**config.mk**
```make
export PLATFORM = sky130hd
export DESIGN_NAME = pipe_hazard_ctrl
export DESIGN_NICKNAME = d
export VERILOG_FILES = /design/src/rtl/pipe_hazard_ctrl.sv
export SDC_FILE = /design/constraint.sdc
export NUM_CORES = 1
export LEC_CHECK = 0
export BUFFER_PORTS_ARGS = -buffer_cell sky130_fd_sc_hd__buf_4
export CELL_PAD_IN_SITES_DETAIL_PLACEMENT = 1
export CELL_PAD_IN_SITES_GLOBAL_PLACEMENT = 1
export CORE_MARGIN = 4
export CORE_UTILIZATION = 32
export DETAILED_ROUTE_END_ITERATION = 6
export PLACE_DENSITY_LB_ADDON = 0.1
export SYNTH_ARGS = -nofsm -noshare
export SYNTH_HDL_FRONTEND = slang
export SYNTH_SLANG_ARGS = --single-unit
export TNS_END_PERCENT = 1
```
**constraint.sdc**
```tcl
create_clock -name clk -period 1.5 [get_ports clk]
set_clock_uncertainty 0.2 [all_clocks]
set_input_delay 0.3 -clock clk [delete_from_list [all_inputs] [get_ports clk]]
set_output_delay 0.3 -clock clk [all_outputs]
set_load 0.005 [all_outputs]
```
**src/rtl/pipe_hazard_ctrl.sv**
```systemverilog
// ---------------------------------------------------------------------------
// pipe_hazard_ctrl
//
// Hazard and sequencing controller between decode and the control-vector
// pipeline register. It watches in-flight register-file writes to insert
// RAW bubbles, squashes wrong-path instructions after a taken branch, and
// injects exactly one interrupt control vector per accepted interrupt.
//
// Parameters
//   SB_DEPTH   stages between decode and RF writeback tracked (1..4)
//   FLUSH_CYC  bubble cycles after a taken branch or interrupt (1..3)
//
// Ports
//   clk, rst_n          clock (rising edge), async active-low reset
//   dec_valid           decode slot holds a real instruction
//   dec_uses_x/_y       instruction reads DX / DY
//   dec_addr_x/_y       DX / DY source registers
//   dec_rf_wr           instruction writes the register file
//   dec_wb_addr         destination register
//   ex_branch_taken     branch resolved taken in execute (one-cycle pulse)
//   int_req, int_en     interrupt request (level) and enable flag
//   stall               hold PC and IF/ID
//   flush_if            invalidate IF/ID
//   nop                 load bubble vector into control_vector_reg
//   interupt            load interrupt vector into control_vector_reg
//   int_ack             one-cycle acknowledge to the interrupt source
// ---------------------------------------------------------------------------
module pipe_hazard_ctrl #(
    parameter int SB_DEPTH  = 2,
    parameter int FLUSH_CYC = 2
) (
    input  logic       clk,
    input  logic       rst_n,
    input  logic       dec_valid,
    input  logic       dec_uses_x,
    input  logic       dec_uses_y,
    input  logic [4:0] dec_addr_x,
    input  logic [4:0] dec_addr_y,
    input  logic       dec_rf_wr,
    input  logic [4:0] dec_wb_addr,
    input  logic       ex_branch_taken,
    input  logic       int_req,
    input  logic       int_en,
    output logic       stall,
    output logic       flush_if,
    output logic       nop,
    output logic       interupt,
    output logic       int_ack
);

    typedef enum logic [1:0] {
        ST_IDLE  = 2'd0,
        ST_INT   = 2'd1,
        ST_FLUSH = 2'd2
    } state_t;

    localparam logic [1:0] CNT_LOAD = 2'(FLUSH_CYC);

    state_t              r_state;
    logic [1:0]          r_cnt;
    logic                r_intPend;
    logic [SB_DEPTH-1:0] r_sbValid;
    logic [4:0]          r_sbAddr [SB_DEPTH];

    logic w_sbMatch;
    logic w_rawHit;
    logic w_stall;
    logic w_flushIf;
    logic w_nop;
    logic w_interupt;
    logic w_intAck;
    logic w_issue;

    // Compare both decode source operands against every live scoreboard entry.
    always_comb begin
        w_sbMatch = 1'b0;
        for (int i = 0; i < SB_DEPTH; i++) begin
            if (r_sbValid[i] &&
                ((dec_uses_x && (r_sbAddr[i] == dec_addr_x)) ||
                 (dec_uses_y && (r_sbAddr[i] == dec_addr_y)))) begin
                w_sbMatch = 1'b1;
            end
        end
    end

    assign w_rawHit = dec_valid & w_sbMatch;

    // Outputs are forced low while reset is asserted so that a branch pulse
    // arriving during reset cannot leak a flush or bubble request.
    // A taken branch outranks a RAW stall: the decode instruction is wrong-path.
    always_comb begin
        w_stall    = 1'b0;
        w_flushIf  = 1'b0;
        w_nop      = 1'b0;
        w_interupt = 1'b0;
        w_intAck   = 1'b0;
        if (rst_n) begin
            case (r_state)
                ST_IDLE: begin
                    if (ex_branch_taken) begin
                        w_flushIf = 1'b1;
                        w_nop     = 1'b1;
                    end else if (w_rawHit) begin
                        w_stall = 1'b1;
                        w_nop   = 1'b1;
                    end
                end
                ST_INT: begin
                    w_interupt = 1'b1;
                    w_intAck   = 1'b1;
                    w_stall    = 1'b1;
                end
                ST_FLUSH: begin
                    w_nop     = 1'b1;
                    w_flushIf = 1'b1;
                end
                default: begin
                    w_stall = 1'b0;
                end
            endcase
        end
    end

    assign stall    = w_stall;
    assign flush_if = w_flushIf;
    assign nop      = w_nop;
    assign interupt = w_interupt;
    assign int_ack  = w_intAck;

    // Only instructions that actually reach the control-vector register
    // become in-flight writes; bubbles and interrupt vectors do not.
    assign w_issue = dec_valid & dec_rf_wr & ~w_nop & ~w_interupt;

    // Scoreboard shift register: one slot per stage down to writeback.
    always_ff @(posedge clk or negedge rst_n) begin
        if (!rst_n) begin
            r_sbValid <= '0;
            for (int i = 0; i < SB_DEPTH; i++) begin
                r_sbAddr[i] <= 5'd0;
            end
        end else begin
            r_sbValid[0] <= w_issue;
            r_sbAddr[0]  <= dec_wb_addr;
            for (int i = 1; i < SB_DEPTH; i++) begin
                r_sbValid[i] <= r_sbValid[i-1];
                r_sbAddr[i]  <= r_sbAddr[i-1];
            end
        end
    end

    // Sequencing FSM with flush counter and interrupt-pending flag.
    // The pending flag is only sampled in IDLE so a held request cannot
    // re-arm while the previous interrupt is still being sequenced.
    always_ff @(posedge clk or negedge rst_n) begin
        if (!rst_n) begin
            r_state   <= ST_IDLE;
            r_cnt     <= 2'd0;
            r_intPend <= 1'b0;
        end else begin
            case (r_state)
                ST_IDLE: begin
                    if (ex_branch_taken) begin
                        r_state <= ST_FLUSH;
                        r_cnt   <= CNT_LOAD;
                    end else if (r_intPend && int_en && !w_rawHit) begin
                        r_state <= ST_INT;
                    end
                end
                ST_INT: begin
                    r_state <= ST_FLUSH;
                    r_cnt   <= CNT_LOAD;
                end
                ST_FLUSH: begin
                    if (ex_branch_taken) begin
                        r_cnt <= CNT_LOAD;
                    end else if (r_cnt <= 2'd1) begin
                        r_state <= ST_IDLE;
                        r_cnt   <= 2'd0;
                    end else begin
                        r_cnt <= r_cnt - 2'd1;
                    end
                end
                default: begin
                    r_state <= ST_IDLE;
                    r_cnt   <= 2'd0;
                end
            endcase

            if (r_state == ST_INT) begin
                r_intPend <= 1'b0;
            end else if ((r_state == ST_IDLE) && int_req && int_en) begin
                r_intPend <= 1'b1;
            end
        end
    end

endmodule
```
---- Yosys cells after proc, flatten, opt, wreduce, memory -nomap -nowiden ----
Index checks and enable logic that the tools add are counted.
storage, ports and cells
  bits in registers ....................... 17
  input port bits ......................... 24
  output and inout bits ................... 5
  logic and storage cells ................. 65
operators by class
  add/subtract/negate cells ............... 1
  $lt $le $gt $ge ......................... 1
  eq/ne operators ......................... 10
  muxes and demuxes ....................... 25
  bitwise operators ....................... 6
  reduce and logical (&&, ||, !) cells .... 16
operators by type and width
  kind                                                                              count
  5-bit == test                                                                     4
  2-bit 2-to-1 mux                                                                  7
  1-bit 2-to-1 mux                                                                  13
  2-bit one-hot mux with 3 select lines                                             2
  1-bit logical AND                                                                 10
  2-bit != test, second input constant                                              3
  1-bit one-hot mux with 2 select lines                                             3
  1-bit bitwise AND                                                                 4
  3-bit != test, second input constant                                              1
  3-bit AND reduction                                                               1
  2-bit by 1-bit == test with 1-bit output, second input constant                   1
  2-bit == test, second input constant                                              1
  2-bit by 1-bit less-or-equal comparator with 1-bit output, second input constant  1
  2-bit zero test                                                                   1
  1-bit logical OR                                                                  2
  1-bit NOT                                                                         2
  2-bit nonzero test                                                                1
  2-bit by 1-bit subtractor with 2-bit output, second input constant                1
  1-bit zero test                                                                   1

---- Longest topological paths before layout ----
Gate-level depths: netlist of run 1.
  depth after elaboration ................. 14
  depth in mapped cells ................... 5

---- Worst setup path after synthesis of run 1 ----
No wires, ideal clock.
  kind .................................... register to output
  from .................................... register r_sbAddr[9] (netlist bit)
  to ...................................... output stall
  arrival ................................. 1.253 ns
  path slack .............................. -0.253 ns
  stages on the path, launching flop included .. 6
  buffers on the path ..................... 0
  cells stage by stage .................... dfrtp_1 -> xor2_1 -> nor4_1 -> nand4_1 -> nand4_2 -> a41o_1
between the ends
  word-level cells in the longest chain between the ends .. 11
ends and longest elaborated chain
  what                                       RTL line  source
  start: declaration                         63        logic [4:0] r_sbAddr [SB_DEPTH];
  start signal: indexed assignment           146       r_sbAddr[i] <= r_sbAddr[i-1];
  5-bit == test (on tied branches)           79, 80
  1-bit logical AND (on tied branches)       79, 80
  1-bit logical OR (*)                       79        ((dec_uses_x && (r_sbAddr[i] == dec_addr_x)) ||
  1-bit logical AND (*)                      78        if (r_sbValid[i] &&
  1-bit 2-to-1 mux (*) (2 in a row)          78
  1-bit bitwise AND (*)                      86        assign w_rawHit = dec_valid & w_sbMatch;
  1-bit 2-to-1 mux (*)                       103       end else if (w_rawHit) begin
  1-bit 2-to-1 mux (*)                       100       if (ex_branch_taken) begin
  1-bit one-hot mux with 2 select lines (*)  98        case (r_state)
  1-bit 2-to-1 mux (*)                       97        if (rst_n) begin
  end: declaration                           44        output logic stall,
Mark *: on every way between the ends. The rest lies on a longest branch, timed or not.

---- Final worst setup path of run 1 ----
  from .................................... register r_sbAddr[4] (netlist bit)
  to ...................................... output stall
between the ends
  word-level cells in the longest chain between the ends .. 10
ends and longest elaborated chain
  what                                       RTL line
  5-bit == test (on tied branches)           79, 80
  1-bit logical AND (on tied branches)       79, 80
  1-bit logical OR (*)                       79
  1-bit logical AND (*)                      78
  1-bit 2-to-1 mux (*)                       78
  1-bit bitwise AND (*)                      86
  1-bit 2-to-1 mux (*)                       103
  1-bit 2-to-1 mux (*)                       100
  1-bit one-hot mux with 2 select lines (*)  98
  1-bit 2-to-1 mux (*)                       97
Marks and branches as above.

==> impl_metrics.env, run 1 <==
export IMPL_synth_commonest_cells="dfrtp_1, xor2_1, a21oi_1"
export IMPL_clk_pin_slew_ns=0.09
export IMPL_route_met2_wl_mm=1.264
export IMPL_crit_type="reg -> out"
export IMPL_setup_violations_final=7
export IMPL_p_leak_nw=0.6232
export IMPL_grt_first_pass_wirelength_mm=3.719
export IMPL_synth_compound_area_share=0.1037
export IMPL_cts_buffer_depth=2
export IMPL_h_tree_depth=1
export IMPL_synth_seq_cells=17
export IMPL_drc=0
export IMPL_rsz0062_at_grt="yes"
export IMPL_max_freq_mhz=449.3
export IMPL_met1_length_um=806
export IMPL_crit_family="simple AND/OR/NAND/NOR gates"
export IMPL_yosysUniqueCellTypes=21
export IMPL_min_period_ns=2.226
export IMPL_synth_edf_count=0
export IMPL_cts_sinks=17
export IMPL_power_mw=1.186
export IMPL_gp_congestion=0.7431
export IMPL_syn_area_um2=820.8
export IMPL_critPathRequiredTime_ns=1.00
export IMPL_synth_top_family_by_area="XOR/XNOR gates"
export IMPL_setup_ws_ns=-0.7256
export IMPL_pwr_share_comb=0.320
export IMPL_p_int_mw=0.8333
export IMPL_cp_max_fo=3
export IMPL_postPlaceCellArea_mm2=0.001162
export IMPL_synth_simple_area_share=0.1463
export IMPL_ys_flop_type="dfrtp_1"
export IMPL_topRoutingLayerUsed="met4"
export IMPL_synthMuxAreaShare=0
export IMPL_yosysTopAreaCellShare=0.5183
export IMPL_status="finished, violations left"
export IMPL_cts_tree="yes"
export IMPL_hold_viol=0
export IMPL_fin_area_mm2=0.001349
export IMPL_grt_usage=0.1447
export IMPL_nets=151
export IMPL_synthArstFlopShare=1.000
export IMPL_netlist_instances=73
export IMPL_io_pins=29
export IMPL_core_area_mm2=0.002455
export IMPL_r2r_start="r_sbAddr[0]"
export IMPL_drt_wl_total_mm=2.166
export IMPL_grt_overflow_total=0
export IMPL_wl_met3_um=83
export IMPL_grt_max_degree=17
export IMPL_hp_start="dec_rf_wr"
export IMPL_failed_checks="setup timing"
export IMPL_peakVddDrop_uv=682.9
export IMPL_crit_path_start="r_sbAddr[4]"
export IMPL_clkLatencyLatePin_ns=0.28
export IMPL_synth_nets=97
export IMPL_critPathBufInv=1
export IMPL_vias_per_cell=4.718
export IMPL_p_switching_mw=0.3529
export IMPL_post_route_period_util=1.484
export IMPL_wire_per_inst_um=13.88
export IMPL_maxCapViolCount=0
export IMPL_die_area_mm2=0.003439
export IMPL_worstPathArrival_ns=1.73
export IMPL_powerDensity_mw_per_mm2=879.4
export IMPL_final_layout_size_suffix_gt1_frac=0.4683
export IMPL_place_hpwl_mm=1.759
export IMPL_cp_slowest_cell="dfrtp_1"
export IMPL_die_x_um=58.65
export IMPL_synth_xor_area_frac=0.2134
export IMPL_placementRows=18
export IMPL_maxSlewViolCount=0
export IMPL_ys_warn_count=0
export IMPL_clkPwrFrac=0.197
export IMPL_num_vias=736
export IMPL_worstMarginPinSlew_ns=0.2845
export IMPL_fillers=282
export IMPL_seqPwrFrac=0.484
export IMPL_place_ws_ns=-0.5610
export IMPL_yosysTopAreaCell="dfrtp_1"
export IMPL_ys_seq_area_frac=0.5183
export IMPL_stdcell_count=156
export IMPL_first_global_vias=866
export IMPL_antenna_found_initial=0
export IMPL_worstHoldPathType="in -> reg"
export IMPL_place_inst=143
export IMPL_io_buffer_count=28
export IMPL_cts_buffers=3
export IMPL_drtAntennaViolNets=0
export IMPL_cp_end_kind="output pin"
export IMPL_cts_root_buf="clkbuf_4"
export IMPL_synth_area_per_cell_um2=11.24
export IMPL_relSlewSlack=0.8096
export IMPL_critPathMaxStageDelay_ns=0.41
export IMPL_synthTopCellsByArea="dfrtp_1, xor2_1, xnor2_1, a21oi_1, nand4_1"
export IMPL_power_switching_share=0.2975
export IMPL_path_cells="xor2_1, nor4_2, nand4_1, nand4_2, a41o_1, buf_4"
export IMPL_first_pass_iters=2
export IMPL_yosysMostFrequentCell="dfrtp_1"
export IMPL_area_delta_synth_final_pct=64.33
export IMPL_dr_first_iter_drc_count=2
export IMPL_start_util=0.3344
export IMPL_antenna_cells=0
export IMPL_die_y_um=58.65
export IMPL_critPathLaunchType="flop"
export IMPL_synth_fa_ha_area_frac=0
[tightest hold or removal path: cells and delay by family]
family | cells | cell delay (ns)
buffers and inverters | 1 | 0.11
AND/OR/NAND/NOR | 1 | 0.07
AO/OA/AOI/OAI | 1 | 0.03
[per-stage QoR]
stage	util	TNS, ns	hold slack (ns)
after floorplan	-	-0.4150	-0.1956
after global placement	0.4735	-1.546	0.003438
after detailed placement	0.4735	-1.819	0.008983
after CTS	0.5423	-2.621	0.05012
after global routing	0.5494	-3.203	0.05700
final	0.5494	-2.565	0.06314
[per-layer routing]
metal / GRT usage / vias to the layer above
met3: 0.02851 / 2
met5: 0 / -
met2: 0.2823 / 14
li1: - / 364
met1: 0.1565 / 356
met4: 0.03883 / 0
[worst paths after layout]
path | end | slack [ns] | depth (start not counted)
max | stall | -0.73 | 6
min | r_sbValid[0] | 0.06 | 3
max reg2reg | r_state[0] | -0.28 | 7
min reg2reg | r_sbValid[1] | 0.22 | 0
max in group asynchronous | r_sbAddr[5] | 0.55 | 3
min in group asynchronous | r_state[0] | 0.29 | 3
[final cells by class]
cell class	instances	area (um^2)	area share
multi-input combinational	53	440.4	0.3265
sequential	17	425.4	0.3154
timing repair buffer	51	415.4	0.3080
tap	30	37.54	0.02783
clock buffer	4	26.28	0.01948
inverter	1	3.754	0.002783
[repair_timing]
action,4_1_cts,5_1_grt
gates resized for setup,12,3
pin swaps,6,7
setup buffers,2,0
gates cloned,0,0
hold buffers,7,0
hold endpoints to repair,23,0
endpoints found under the setup margin,7,7
[state kept, by name (all words and copies together) (netlist names)]
name	cells
r_sbAddr	10
r_cnt	2
r_sbValid	2
r_state	2
r_intPend	1
[cell usage in the layout (no fill, tap or decap), drive strengths merged]
master,instances
nor4,4
nand4,5
inv,1
nor2,2
xnor2,4
clkbuf,4
a41o,1
nor2b,3
nand2,4
and3,1
xor2,16
o21bai,1
a21oi,5
dlygate4sd3,7
o21ai,2
a31o,1
a2111oi,1
buf,44
a221oi,1
dfrtp,17
nor3,2
[power by group through the flow]
stage	clock, mW	sequential (mW)	combinational [mW]
floorplan	0	0.568	0.141
global placement	0	0.573	0.314
detailed placement	0	0.581	0.328
CTS	0.249	0.571	0.371
global route	0.278	0.581	0.417
finish	0.233	0.574	0.379
[cells by family (layout without fill, tap and decap cells)]
family,Yosys count,after routing
flops,17,17
simple gates,21,21
compound gates,12,12
xor+xnor,20,20
buf+inv,3,56
No activity file was read; power rests on OpenSTA's default activity.
==> inputs of run 2 (changes only) <==
--- a/config.mk
+++ b/config.mk
@@ -5,11 +5,12 @@
 export SDC_FILE = /design/constraint.sdc
 export NUM_CORES = 1
 export LEC_CHECK = 0
+export ABC_AREA = 1
 export BUFFER_PORTS_ARGS = -buffer_cell sky130_fd_sc_hd__buf_4
 export CELL_PAD_IN_SITES_DETAIL_PLACEMENT = 1
 export CELL_PAD_IN_SITES_GLOBAL_PLACEMENT = 1
 export CORE_MARGIN = 4
-export CORE_UTILIZATION = 32
+export CORE_UTILIZATION = 34
 export DETAILED_ROUTE_END_ITERATION = 6
 export PLACE_DENSITY_LB_ADDON = 0.1
 export SYNTH_ARGS = -nofsm -noshare
==> constraint.sdc (replaced) <==
create_clock -name clk -period 2.5 [get_ports clk]
set_clock_uncertainty 0.2 [all_clocks]
set_input_delay 0.5 -clock clk [delete_from_list [all_inputs] [get_ports clk]]
set_output_delay 0.5 -clock clk [all_outputs]
set_load 0.005 [all_outputs]
==> run 2 against run 1 <==
Against the previous run:
- the run now ends clean
- critical path depth unchanged
- register-to-register slack improved by 1.3 ns
- sequential power shrank 38%
- cell count up 38%
- first-iteration DRC count grew to 9.5 times the previous value
- die area rose by 11%
- sequential share of layout area grew 1.5 points
- clock power shrank 33%
- combinational power shrank 47%
- critical path type is now in -> out
- critical endpoint unchanged
==> impl_metrics.env, run 2 <==
export IMPL_status="finished clean"
export IMPL_nets=209
export IMPL_peakVddDrop_uv=361.1
export IMPL_ys_warn_count=0
export IMPL_placementRows=19
export IMPL_drtAntennaViolNets=0
export IMPL_die_area_mm2=0.003825
export IMPL_setup_tns_ns=0
export IMPL_rsz0062_at_grt="no"
export IMPL_grt_overflow_total=0
export IMPL_core_area_mm2=0.002758
export IMPL_min_period_ns=2.372
export IMPL_yosysMostFrequentCell="nand2_1"
export IMPL_cts_buffer_depth=2
export IMPL_netlist_instances=151
export IMPL_synth_edf_count=0
export IMPL_holdWs_ns=0.09938
export IMPL_crit_type="in -> out"
export IMPL_cp_max_fo=18
export IMPL_yosysTopAreaCell="dfrtp_1"
export IMPL_postPlaceCellArea_mm2=0.001235
export IMPL_grt_first_pass_wirelength_mm=4.181
export IMPL_p_switching_mw=0.2394
export IMPL_worstPathArrival_ns=1.67
export IMPL_start_util=0.3575
export IMPL_cts_setup_buffers=0
export IMPL_synthTopCellsByArea="dfrtp_1, nand2_1, inv_1, nor2_1, nand3_1"
export IMPL_cp_end_kind="output pin"
export IMPL_die_x_um=61.85
export IMPL_clkPwrFrac=0.218
export IMPL_final_layout_size_suffix_gt1_frac=0.2500
export IMPL_cts_buffers=3
export IMPL_layout_common_cells="nand2_1, buf_4, inv_1, nor2_1, dfrtp_1"
export IMPL_fillers=387
export IMPL_io_pins=29
export IMPL_critPathMaxStageDelay_ns=0.52
export IMPL_powerDensity_mw_per_mm2=552.4
export IMPL_yosysUniqueCellTypes=17
export IMPL_cts_tree="yes"
export IMPL_top_register="r_sbAddr"
export IMPL_fin_area_mm2=0.001286
export IMPL_fin_util=0.4664
export IMPL_synth_seq_cells=17
export IMPL_critPathLaunchType="input pin"
export IMPL_power_switching_share=0.3370
export IMPL_worstHoldPathType="in -> reg"
export IMPL_p_int_mw=0.4711
export IMPL_synth_area_per_cell_um2=6.529
export IMPL_cp_slowest_cell="dlygate4sd3_1"
export IMPL_cp_common_cell="buf_4"
export IMPL_dr_first_iter_drc_count=19
export IMPL_maxCapViolCount=0
export IMPL_critPathBufInv=4
export IMPL_maxSlewViolCount=0
export IMPL_max_freq_mhz=421.6
export IMPL_setup_violations_final=0
export IMPL_post_route_period_util=0.9488
export IMPL_r2r_start="r_sbAddr[1]"
export IMPL_first_pass_iters=4
export IMPL_hold_viol=0
export IMPL_antenna_found_initial=0
export IMPL_place_hpwl_mm=2.110
export IMPL_cts_root_buf="clkbuf_4"
export IMPL_vias_per_cell=4.628
export IMPL_final_common_cell="nand2_1"
export IMPL_io_buffer_count=28
export IMPL_relSlewSlack=0.8344
export IMPL_syn_area_um2=985.9
export IMPL_synth_nets=175
export IMPL_die_y_um=61.85
export IMPL_area_delta_synth_final_pct=30.46
export IMPL_first_global_vias=999
export IMPL_num_vias=995
export IMPL_synth_commonest_cells="nand2_1, inv_1, nor2_1"
export IMPL_crit_family="buffers and inverters"
export IMPL_grt_max_degree=19
export IMPL_drt_wl_total_mm=2.449
export IMPL_path_cells="dlygate4sd3_1, buf_4, buf_6, nand2_1, o21ai_2, buf_4"
export IMPL_pwr_share_comb=0.282
export IMPL_grt_usage=0.1490
export IMPL_cts_sinks=17
export IMPL_gp_congestion=0.7664
export IMPL_clk_pin_slew_ns=0.11
export IMPL_drc=0
export IMPL_wire_per_inst_um=11.39
export IMPL_critPathRequiredTime_ns=1.80
export IMPL_synthArstFlopShare=1.000
export IMPL_yosysTopAreaCellShare=0.4315
export IMPL_ys_seq_area_frac=0.4315
export IMPL_ys_flop_type="dfrtp_1"
export IMPL_antenna_cells=0
export IMPL_p_leak_nw=0.7667
export IMPL_hp_start="dec_wb_addr[3]"
export IMPL_seqPwrFrac=0.500
export IMPL_clkLatencyLatePin_ns=0.30
export IMPL_largest_reg_flops=10
export IMPL_h_tree_depth=1
export IMPL_worstMarginPinSlew_ns=0.2458
export IMPL_crit_path_start="rst_n"
## run 2: final timing paths
kind | cells past startpoint | to | slack, ns
setup / recovery | 6 | stall | 0.13
hold / removal | 1 | r_sbAddr[8] | 0.1
setup reg to reg | 11 | r_sbValid[0] | 1.02
hold reg to reg | 0 | r_sbValid[1] | 0.19
max in group asynchronous | 3 | r_sbAddr[2] | 1.47
min in group asynchronous | 3 | r_sbAddr[3] | 0.46
## run 2: per-layer routing
metal | track usage | part of all wire | vias up
met4 | 0.03636 | 0.0069 | 0
li1 | - | - | 517
met5 | 0 | 0 | -
met1 | 0.1926 | 0.45 | 461
met2 | 0.2496 | 0.51 | 15
met3 | 0.03719 | 0.036 | 2
## run 2: metrics by stage
| stage | power [mW] | setup slack, ns | std cells |
|---|---|---|---|
| final | 0.7105 | 0.1279 | 215 |
| after CTS | 0.7222 | 0.04342 | 215 |
| after floorplan | 0.4706 | 0.6807 | 151 |
| after detailed placement | 0.5594 | 0.3434 | 210 |
| after global placement | 0.5536 | 0.3661 | 210 |
| after global routing | 0.7767 | 0.01981 | 215 |
## run 2: cell families after synthesis
logic type      count (synthesis)  synth area share
buf+inv                        29            0.1142
flops                          17            0.4315
compound gates                  9           0.05964
simple gates                   96            0.3947
## run 2: repair_timing
item,in CTS,in global routing
hold endpoints to repair,17,0
setup endpoints to repair,0,2
hold buffers,1,0
gates resized for setup,0,3
## run 2: area by class of cell
class                      instances  area (um^2)  area share
tap                               31        38.79     0.03016
timing repair buffer              30        231.5      0.1800
inverter                          28        105.1     0.08171
sequential                        17        425.4      0.3307
clock buffer                       3        22.52     0.01751
multi-input combinational        105        455.4      0.3541
clock inverter                     1        7.507    0.005837
## run 2: power by group through the flow
stage	clock, mW	combinational [mW]	sequential (mW)
after floorplan	0	0.120	0.351
after global placement	0	0.194	0.360
after detailed placement	0	0.198	0.361
after CTS	0.167	0.200	0.355
after global routing	0.178	0.234	0.365
final	0.155	0.200	0.356
## run 2: worst register-to-register path: stages (launching register included)
cell and delay (ns):
dfrtp_1 0.38, inv_1 0.07, nand2_1 0.08, nand2_1 0.06
nor2_1 0.13, nand3_1 0.10, nand2_1 0.06, nand2_1 0.05
nand2_2 0.08, nand3_2 0.07, nand2_2 0.07, nor2_2 0.04
